$ cat config.mk
export PLATFORM = sky130hd
export DESIGN_NAME = vrp_req_lcrd_ctrl_flat
export DESIGN_NICKNAME = d
export VERILOG_FILES = /design/src/rtl/vrp_req_lcrd_ctrl_pkg.sv /design/src/rtl/vrp_req_lcrd_ctrl_if.sv /design/src/rtl/vrp_req_lcrd_ctrl_crd.sv /design/src/rtl/vrp_req_lcrd_ctrl.sv /design/src/flat_wrapper.sv
export SDC_FILE = /design/constraint.sdc
export NUM_CORES = 1
export LEC_CHECK = 0
export ABC_AREA = 1
export BUFFER_PORTS_ARGS = -buffer_cell sky130_fd_sc_hd__buf_4
export CAP_MARGIN = 25
export CORE_ASPECT_RATIO = 0.7
export CORE_UTILIZATION = 45
export CTS_CLUSTER_DIAMETER = 120
export CTS_CLUSTER_SIZE = 30
export DETAILED_ROUTE_END_ITERATION = 10
export HOLD_SLACK_MARGIN = 0.08
export PLACE_DENSITY = 0.77
export SYNTH_ARGS = -nofsm -noshare
export SYNTH_HDL_FRONTEND = slang
export SYNTH_SLANG_ARGS = --single-unit
$ cat constraint.sdc
create_clock -name clk -period 3.4 [get_ports clk]
set_input_delay 0.17 -clock clk [delete_from_list [all_inputs] [get_ports clk]]
set_output_delay 0.17 -clock clk [all_outputs]
set_load 0.05 [all_outputs]
$ cat src/rtl/vrp_req_lcrd_ctrl_pkg.sv
// Shared types and constants for the L1D downstream request link-credit controller.
package vrp_req_lcrd_ctrl_pkg;

  localparam int         L1D_LCRD_MAX       = 15;
  localparam logic [5:0] L1D_OPC_LCRDRETURN = 6'h0;

  typedef struct packed {
    logic [3:0]  qos;
    logic [6:0]  tgt_id;
    logic [6:0]  src_id;
    logic [7:0]  txn_id;
    logic [5:0]  opcode;
    logic [47:0] addr;
  } pack_req_flit;

  typedef enum logic [1:0] {
    STOP,
    ACTIVATE,
    RUN,
    DEACTIVATE
  } lcrd_state_e;

  function automatic pack_req_flit lcrd_return_flit();
    pack_req_flit f;
    f        = '0;
    f.opcode = L1D_OPC_LCRDRETURN;
    return f;
  endfunction

endpackage

$ cat src/rtl/vrp_req_lcrd_ctrl_if.sv
// Request channel bundle: upstream arbiter handshake, downstream TX flit port and link activation pair.
interface vrp_req_lcrd_ctrl_if;
  import vrp_req_lcrd_ctrl_pkg::*;

  logic         txla_req;
  logic         rxla_ack;
  logic         in_vld;
  logic         in_rdy;
  pack_req_flit in_flit;
  logic         out_flitpend;
  logic         out_flitv;
  pack_req_flit out_flit;
  logic         out_lcrdv;

  modport master (
    output txla_req, in_rdy, out_flitpend, out_flitv, out_flit,
    input  rxla_ack, in_vld, in_flit, out_lcrdv
  );

  modport slave (
    input  txla_req, in_rdy, out_flitpend, out_flitv, out_flit,
    output rxla_ack, in_vld, in_flit, out_lcrdv
  );

endinterface

$ cat src/rtl/vrp_req_lcrd_ctrl_crd.sv
// Saturating up/down credit counter; ovf flags an increment attempted at MAX.
module vrp_crd_counter #(
  parameter int MAX = 15,
  parameter int W   = $clog2(MAX + 1)
) (
  input  logic         clk,
  input  logic         rst,
  input  logic         inc,
  input  logic         dec,
  output logic [W-1:0] cnt,
  output logic         ovf
);

  localparam logic [W-1:0] MAX_V = W'(MAX);

  assign ovf = inc && !dec && (cnt == MAX_V);

  always_ff @(posedge clk or posedge rst) begin
    if (rst) begin
      cnt <= '0;
    end else if (inc && !dec) begin
      if (cnt != MAX_V) cnt <= cnt + 1'b1;
    end else if (dec && !inc) begin
      if (cnt != '0) cnt <= cnt - 1'b1;
    end
  end

endmodule

$ cat src/rtl/vrp_req_lcrd_ctrl.sv
// L-credit and link activation controller for the L1D downstream request channel.
// Optional build macro VRP_LCRD_BYPASS_EN: in RUN a credit arriving this cycle may be used at once.
module vrp_req_lcrd_ctrl
  import vrp_req_lcrd_ctrl_pkg::*;
#(
  parameter  int MAX_CRD = L1D_LCRD_MAX,
  localparam int CRD_W   = $clog2(MAX_CRD + 1)
) (
  input  logic                 clk,
  input  logic                 rst,
  input  logic                 link_en,
  vrp_req_lcrd_ctrl_if.master  bus,
  output logic [CRD_W-1:0]     crd_cnt,
  output logic                 link_up,
  output logic                 crd_err
);

  lcrd_state_e state;
  logic cnt_nz, crd_avail, accept, ret_send, consume;
  logic crd_inc, crd_ovf, lcrdv_illegal;

  assign cnt_nz = (crd_cnt != '0);

`ifdef VRP_LCRD_BYPASS_EN
  assign crd_avail = cnt_nz || bus.out_lcrdv;
`else
  assign crd_avail = cnt_nz;
`endif

  assign bus.in_rdy    = (state == RUN) && crd_avail;
  assign accept        = bus.in_vld && bus.in_rdy;
  assign ret_send      = (state == DEACTIVATE) && cnt_nz;
  assign consume       = accept || ret_send;
  assign crd_inc       = bus.out_lcrdv && ((state == RUN) || (state == DEACTIVATE));
  assign lcrdv_illegal = bus.out_lcrdv && !crd_inc;

  always_comb begin
    bus.out_flitpend = 1'b0;
    case (state)
      RUN:        bus.out_flitpend = bus.in_vld && crd_avail;
      DEACTIVATE: bus.out_flitpend = cnt_nz;
      default:    bus.out_flitpend = 1'b0;
    endcase
  end

  vrp_crd_counter #(
    .MAX (MAX_CRD),
    .W   (CRD_W)
  ) u_crd (
    .clk (clk),
    .rst (rst),
    .inc (crd_inc),
    .dec (consume),
    .cnt (crd_cnt),
    .ovf (crd_ovf)
  );

  always_ff @(posedge clk or posedge rst) begin
    if (rst) begin
      state         <= STOP;
      bus.txla_req  <= 1'b0;
      link_up       <= 1'b0;
      bus.out_flitv <= 1'b0;
      bus.out_flit  <= '0;
      crd_err       <= 1'b0;
    end else begin
      bus.out_flitv <= consume;
      bus.out_flit  <= accept ? bus.in_flit : (ret_send ? lcrd_return_flit() : '0);
      if (crd_ovf || lcrdv_illegal) crd_err <= 1'b1;
      case (state)
        STOP: begin
          if (link_en) begin
            state        <= ACTIVATE;
            bus.txla_req <= 1'b1;
          end
        end
        ACTIVATE: begin
          if (!link_en) begin
            state        <= DEACTIVATE;
            bus.txla_req <= 1'b0;
          end else if (bus.rxla_ack) begin
            state   <= RUN;
            link_up <= 1'b1;
          end
        end
        RUN: begin
          if (!link_en) begin
            state        <= DEACTIVATE;
            bus.txla_req <= 1'b0;
            link_up      <= 1'b0;
          end
        end
        DEACTIVATE: begin
          // a credit landing this cycle must still be returned before stopping
          if (!cnt_nz && !bus.out_lcrdv && !bus.rxla_ack) state <= STOP;
        end
        default: state <= STOP;
      endcase
    end
  end

endmodule

$ cat src/flat_wrapper.sv
// flat-port wrapper written by rule: the top's interface ports become plain ports
module vrp_req_lcrd_ctrl_flat import vrp_req_lcrd_ctrl_pkg::*;
#(
  parameter  int MAX_CRD = L1D_LCRD_MAX,
  localparam int CRD_W   = $clog2(MAX_CRD + 1)
)
  (clk, rst, link_en, crd_cnt, link_up, crd_err, bus_txla_req, bus_in_rdy, bus_out_flitpend, bus_out_flitv, bus_out_flit, bus_rxla_ack, bus_in_vld, bus_in_flit, bus_out_lcrdv);
  vrp_req_lcrd_ctrl_if bus_i ();
  input  logic clk;
  input  logic rst;
  input  logic link_en;
  output logic [CRD_W-1:0] crd_cnt;
  output logic link_up;
  output logic crd_err;
  output wire logic [$bits(bus_i.txla_req)-1:0] bus_txla_req;
  output wire logic [$bits(bus_i.in_rdy)-1:0] bus_in_rdy;
  output wire logic [$bits(bus_i.out_flitpend)-1:0] bus_out_flitpend;
  output wire logic [$bits(bus_i.out_flitv)-1:0] bus_out_flitv;
  output wire logic [$bits(bus_i.out_flit)-1:0] bus_out_flit;
  input wire logic [$bits(bus_i.rxla_ack)-1:0] bus_rxla_ack;
  input wire logic [$bits(bus_i.in_vld)-1:0] bus_in_vld;
  input wire logic [$bits(bus_i.in_flit)-1:0] bus_in_flit;
  input wire logic [$bits(bus_i.out_lcrdv)-1:0] bus_out_lcrdv;
  assign bus_txla_req = bus_i.txla_req;
  assign bus_in_rdy = bus_i.in_rdy;
  assign bus_out_flitpend = bus_i.out_flitpend;
  assign bus_out_flitv = bus_i.out_flitv;
  assign bus_out_flit = bus_i.out_flit;
  assign bus_i.rxla_ack = bus_rxla_ack;
  assign bus_i.in_vld = bus_in_vld;
  assign bus_i.in_flit = bus_in_flit;
  assign bus_i.out_lcrdv = bus_out_lcrdv;
  vrp_req_lcrd_ctrl #(.MAX_CRD(MAX_CRD)) u_core (.clk(clk), .rst(rst), .link_en(link_en), .bus(bus_i), .crd_cnt(crd_cnt), .link_up(link_up), .crd_err(crd_err));
endmodule
Yosys cells after proc, flatten, opt, wreduce, memory -nomap -nowiden
Cells that the tools add are included.
Storage, ports and cells
  logic and storage cells: 75
  output and inout port bits: 90
  register bits after elaboration: 90
Operators by class
  multiplexer cells: 18
  equal/unequal tests: 13
  reductions and logical operators: 30
  add/sub/neg operators: 2
Operator list (count)
  80-bit two-way mux: 1
  4-bit two-way mux: 4
  2-bit != test (second input constant): 6
  1-bit logical AND: 11
  2-bit two-way mux: 5
  2-bit one-hot mux with 4 select lines: 1
  4-bit AND reduction: 2
  2-bit nonzero test: 4
  1-bit one-hot mux with 2 select lines: 3
  3-bit AND reduction: 2
  1-bit zero test: 5
  4-bit by 1-bit adder with 4-bit output (second input constant): 1
  2-bit equality test (second input constant): 2
  4-bit equality test (second input constant): 1
  1-bit two-way mux: 4
  4-bit != test (second input constant): 1
  4-bit nonzero test: 1
  4-bit by 1-bit subtractor with 4-bit output (second input constant): 1
  1-bit logical OR: 3
  3-bit != test (second input constant): 1
  2-bit by 1-bit equality test with 1-bit output (second input constant): 1
  2-bit zero test: 1
  2-bit by 1-bit != test with 1-bit output (second input constant): 1
  2-bit OR reduction: 1

Depth between registers and ports, before layout
  depth after elaboration: 8
  gate-level depth with buffers: 16

By module
A second synthesis with hierarchy kept.
Unflattened totals
  cells, all modules: 355
  area, all modules: 3459.6 µm²
By module, submodules not included
  vrp_req_lcrd_ctrl: cells an instance 301, area an instance 3099.2 µm², instances 1
  vrp_crd_counter: cells an instance 54, area an instance 360.3 µm², instances 1

Least setup slack after synthesis
OpenSTA, ideal clock, no wires.
  path kind: reg-to-reg
  start point: register u_core.u_crd.cnt[0]
  end point: register u_core.u_crd.cnt[3]
  path buffers: 0
  path slack: 0.488 ns
  cell stages (with the launch flop): 16
  clock period less this slack: 2.912 ns
  arrival: 2.846 ns
  setup time: 0.066 ns
  cell sequence: dfrtp_1 -> nor2_1 -> a21boi_2 -> nand2_4 -> nand2_1 -> inv_1 -> ha_1 -> inv_1 -> ha_1 -> nand2_1 -> nand2_1 -> nor2_1 -> nand2_1 -> nand2_1 -> nand2_1 -> nand2_1
On the way
  cells in the longest elaborated chain, start to end: 8
Ends and longest elaborated chain
  start: declaration: line vrp_req_lcrd_ctrl_crd.sv:10  | output logic [W-1:0] cnt,
  start signal: assignment: line vrp_req_lcrd_ctrl_crd.sv:22  | if (cnt != MAX_V) cnt <= cnt + 1'b1;
  start signal: assignment: line vrp_req_lcrd_ctrl_crd.sv:24  | if (cnt != '0) cnt <= cnt - 1'b1;
  4-bit nonzero test (*): line vrp_req_lcrd_ctrl.sv:22  | assign cnt_nz = (crd_cnt != '0);
  1-bit logical AND (*): line vrp_req_lcrd_ctrl.sv:30  | assign bus.in_rdy = (state == RUN) && crd_avail;
  named net bus_in_rdy: line flat_wrapper.sv:16  | output wire logic [$bits(bus_i.in_rdy)-1:0] bus_in_rdy;
  1-bit logical AND (*): line vrp_req_lcrd_ctrl.sv:31  | assign accept = bus.in_vld && bus.in_rdy;
  1-bit logical OR (*): line vrp_req_lcrd_ctrl.sv:33  | assign consume = accept || ret_send;
  named net u_core.consume: line vrp_req_lcrd_ctrl.sv:19  | logic cnt_nz, crd_avail, accept, ret_send, consume;
  1-bit zero test: line vrp_req_lcrd_ctrl_crd.sv:21  | end else if (inc && !dec) begin
  1-bit logical AND: line vrp_req_lcrd_ctrl_crd.sv:21
  2-bit by 1-bit != test with 1-bit output (no line) or 2-bit nonzero test (tied branches)
  3-bit AND reduction (no line)
The timed path passes the listed nets; every way through them passes the cells marked *. The select of a mux whose other input is x is not followed.
A chain may end at the register's enable or synchronous reset.

Worst setup path after layout
  start point: register u_core.state[0]
  end point: output bus_out_flitpend
On the way
  cells in the longest elaborated chain, start to end: 2
Ends and longest elaborated chain
  start: declaration: line vrp_req_lcrd_ctrl.sv:18  | lcrd_state_e state;
  start signal: assignment: line vrp_req_lcrd_ctrl.sv:60  | state <= STOP;
  start signal: assignment: line vrp_req_lcrd_ctrl.sv:73  | state <= ACTIVATE;
  start signal: assignment: line vrp_req_lcrd_ctrl.sv:79  | state <= DEACTIVATE;
  2-bit equality test: line vrp_req_lcrd_ctrl.sv:39  | case (state)
  1-bit one-hot mux with 2 select lines (*): line vrp_req_lcrd_ctrl.sv:39
  end: declaration: line flat_wrapper.sv:17  | output wire logic [$bits(bus_i.out_flitpend)-1:0] bus_out_flitpend;
Mark *: on every way between the ends. The rest lies on a longest branch, timed or not.

==> results.yml <==
run_status:
  outcome: "finished, final reports clean"
flow_run:
  max_cap_viol_count: 0
setup_path:
  critical_path_depth: 7
  crit_family: "buffers and inverters"
  crit_chain: "inv_1 -> ha_1 -> a21boi_2 -> nand2_4 -> buf_4 -> nand2_1 -> buf_4"
  critPathMaxFanout: 81
  r2r_cells: 16
  cp.buffers_inverters: 3
  slowest_stage: "buf_4"
  worstSetupEndpointType: "output port"
  worstPathArrival_ns: 2.49
  cp_common_cell: "buf_4"
  slowest_delay_ns: 0.66
  critPathRequiredTime_ns: 3.23
  start_kind: "flip-flop"
  crit_type: "reg -> out"
drt:
  wl_mm: 10.50
  drc: 0
  wire_per_inst_microns: 14.57
  dr.pass1.iters: 5
  viasPerCell: 4.409
  first_iter_violations: 123
  num_vias: 3179
  ant_nets: 0
placement:
  portBuffers: 175
  postPlaceCellArea_sq_um: 4856
  dp_hpwl_mm: 5.825
  globalplace.congestion: 0.8011
  pre_cts_ws_ns: 0.9514
synthesis:
  ys_seq_area_share_pct: 64.61
  synth_top_area_cell: "dfrtp_1"
  synth_cell_types: 19
  yosysTopAreaCellShare_pct: 64.61
  yosysWarnings: 0
  synth_area_leaders: "dfrtp_1 65%, inv_1 10%, nor2_1 8.5%, nand2_1 4.4%, ha_1 3.2%"
  synth_seq_cells: 90
  netlist_area_sq_um: 3486
  syn-num-nets: 449
  syn_inst: 353
  avgSynthCellArea_sq_um: 9.875
floorplan:
  pin_count: 176
  start_util_pct: 47.20
  num_rows: 26
  core_area_sq_um: 7385
  die_w_microns: 107.2
  fp.dieH_microns: 75.64
  die_area_sq_um: 8108
global_route:
  grt_usage_pct: 25.97
  antenna_found_initial: 0
  grt_pass1_vias: 3271
  gr-total-overflow: 0
  use_met3_pct: 8.383
  use_met1_pct: 29.84
  grt_pass1_wl_mm: 15.53
  grt_use_met2_pct: 45.16
  busiest_layer: "met2"
  grt_max_degree: 82
sta:
  final-setup-viol-count: 0
  setup_slack_ns: 0.7414
  tightest_slew_ns: 0.9094
  fin_crit_sh_pct: 78.19
  period_minus_slack_ns: 2.659
  max_slew_margin_pct: 39.38
  drv_slew: 0
  finalHoldViolCount: 0
  hold_ws_ns: 0.1154
  tns_ns: 0
  skew_ns: 0.007963
  fmax_mhz: 376.1
  rsz0062_at_grt: "no"
layout:
  finalInstanceArea_sq_um: 5877
  area_growth_pct: 68.59
  multiInputGateArea_sq_um: 794.5
  drive_above_1_share_pct: 33.44
  regArea_sq_um: 2252
  nFillCells: 427
  final_nets: 713
  fin_util_pct: 79.58
min_path:
  min_path_cells: 3
  hold_path_class: "in -> reg"
cts:
  path_clk_slew_ns: 0.09
  clockBufferDepth: 2
  cts_buffers: 9
  clk_latency_ns: 0.36
  cts_tree: "done"
  h-tree-depth: 3
  clock-sinks: 90
  cts_root_buffer: "clkbuf_8"
power_and_ir_drop:
  power.density_nw_per_um2: 672.4
  p_leak_nw: 3.480
  vdd_drop_max_mv: 0.5882
## logic make-up (layout without fill, tap and decap cells)
logic type	count (synthesis)	in the layout	synth area share, %
AOI/OAI and AO/OA	6	6	1.112
xor gates and xnor gates	3	3	0.7539
adders and majority gates	10	10	3.805
buffers and inverters	101	370	12.60
DFF	90	90	64.61
other	0	1	0
and+or+nand+nor	143	143	17.12
## final cells by class
| type | count | share of cell area (%) |
|---|---|---|
| timing repair buffer | 261 | 36.87 |
| clock buffer | 10 | 2.342 |
| antenna | 1 | 0.04258 |
| tap | 98 | 2.086 |
| sequential | 90 | 38.32 |
| multi-input combinational | 162 | 13.52 |
| clock inverter | 6 | 0.8516 |
| inverter | 93 | 5.961 |
## cell usage in the layout (no fill, tap or decap), drive strengths merged, types with 2 or more instances in the layout
master,Yosys,final
xor2,2,2
nand3b,2,2
nand2,42,42
buf,8,178
nand3,8,8
ha,9,9
dfrtp,90,90
nor2,90,90
clkbuf,0,10
clkinv,0,4
dlygate4sd3,0,83
o21ai,3,3
inv,93,94
## metrics by stage
stage / power, mW / cells
2_1_floorplan: 2.656 / 353
3_3_place_gp: 3.119 / 621
3_5_place_dp: 3.168 / 621
4_1_cts: 3.939 / 720
5_1_grt: 4.170 / 720
6_report: 3.952 / 721
## final timing paths
kind	endpoint	slack (ns)	startpoint
worst max-delay path	bus_out_flitpend	0.74	u_core.state[0]
worst min-delay path	u_core.bus.txla_req	0.12	link_en
worst max register to register	u_core.u_crd.cnt[3]	0.92	u_core.state[0]
worst min register to register	u_core.crd_err	0.48	u_core.crd_err
max in group asynchronous	u_core.bus.out_flit[72]	2.13	rst
min in group asynchronous	u_core.bus.out_flit[27]	0.48	rst
## tightest hold or removal path, delay by kind of cell
family                 cells  cell delay [ns]
and+or+nand+nor            1             0.09
AOI/OAI and AO/OA          1             0.06
buffers and inverters      1             0.12
## where the power goes
group	internal, mW	switching (mW)
Sequential	1.26	0.121
Combinational	0.604	1.27
Clock	0.295	0.410
Total	2.16	1.80
## state kept, by name (all words and copies together), names as in the netlist
| signal | flops |
|---|---|
| u_core.bus.out_flit | 80 |
| u_core.u_crd.cnt | 4 |
| u_core.state | 2 |
| u_core.bus.out_flitv | 1 |
| u_core.bus.txla_req | 1 |
| u_core.crd_err | 1 |
| u_core.link_up | 1 |
## layer usage
metal | wire, microns | share of wire [%]
met3 | 813 | 7.7
met2 | 5358 | 51
met5 | 0 | 0
met4 | 291 | 2.8
met1 | 4038 | 38
## cells in the mapped netlist
cell	number
o31ai_1	1
a21boi_2	1
nor2_2	10
fa_1	1
nand3b_1	2
dfrtp_1	90
inv_1	93
o21ai_0	3
nand2_1	41
nand2_4	1
buf_6	8
ha_1	9
nand3_1	8
a21oi_1	1
xnor2_1	1
nand4_1	1
nor2_4	1
nor2_1	79
xor2_1	2
## what timing repair did
action,in CTS,in global routing
resized for setup,0,0
hold endpoints to repair,122,0
buffers inserted,0,0
hold buffers,83,0
(Power assumes the default switching activity.)
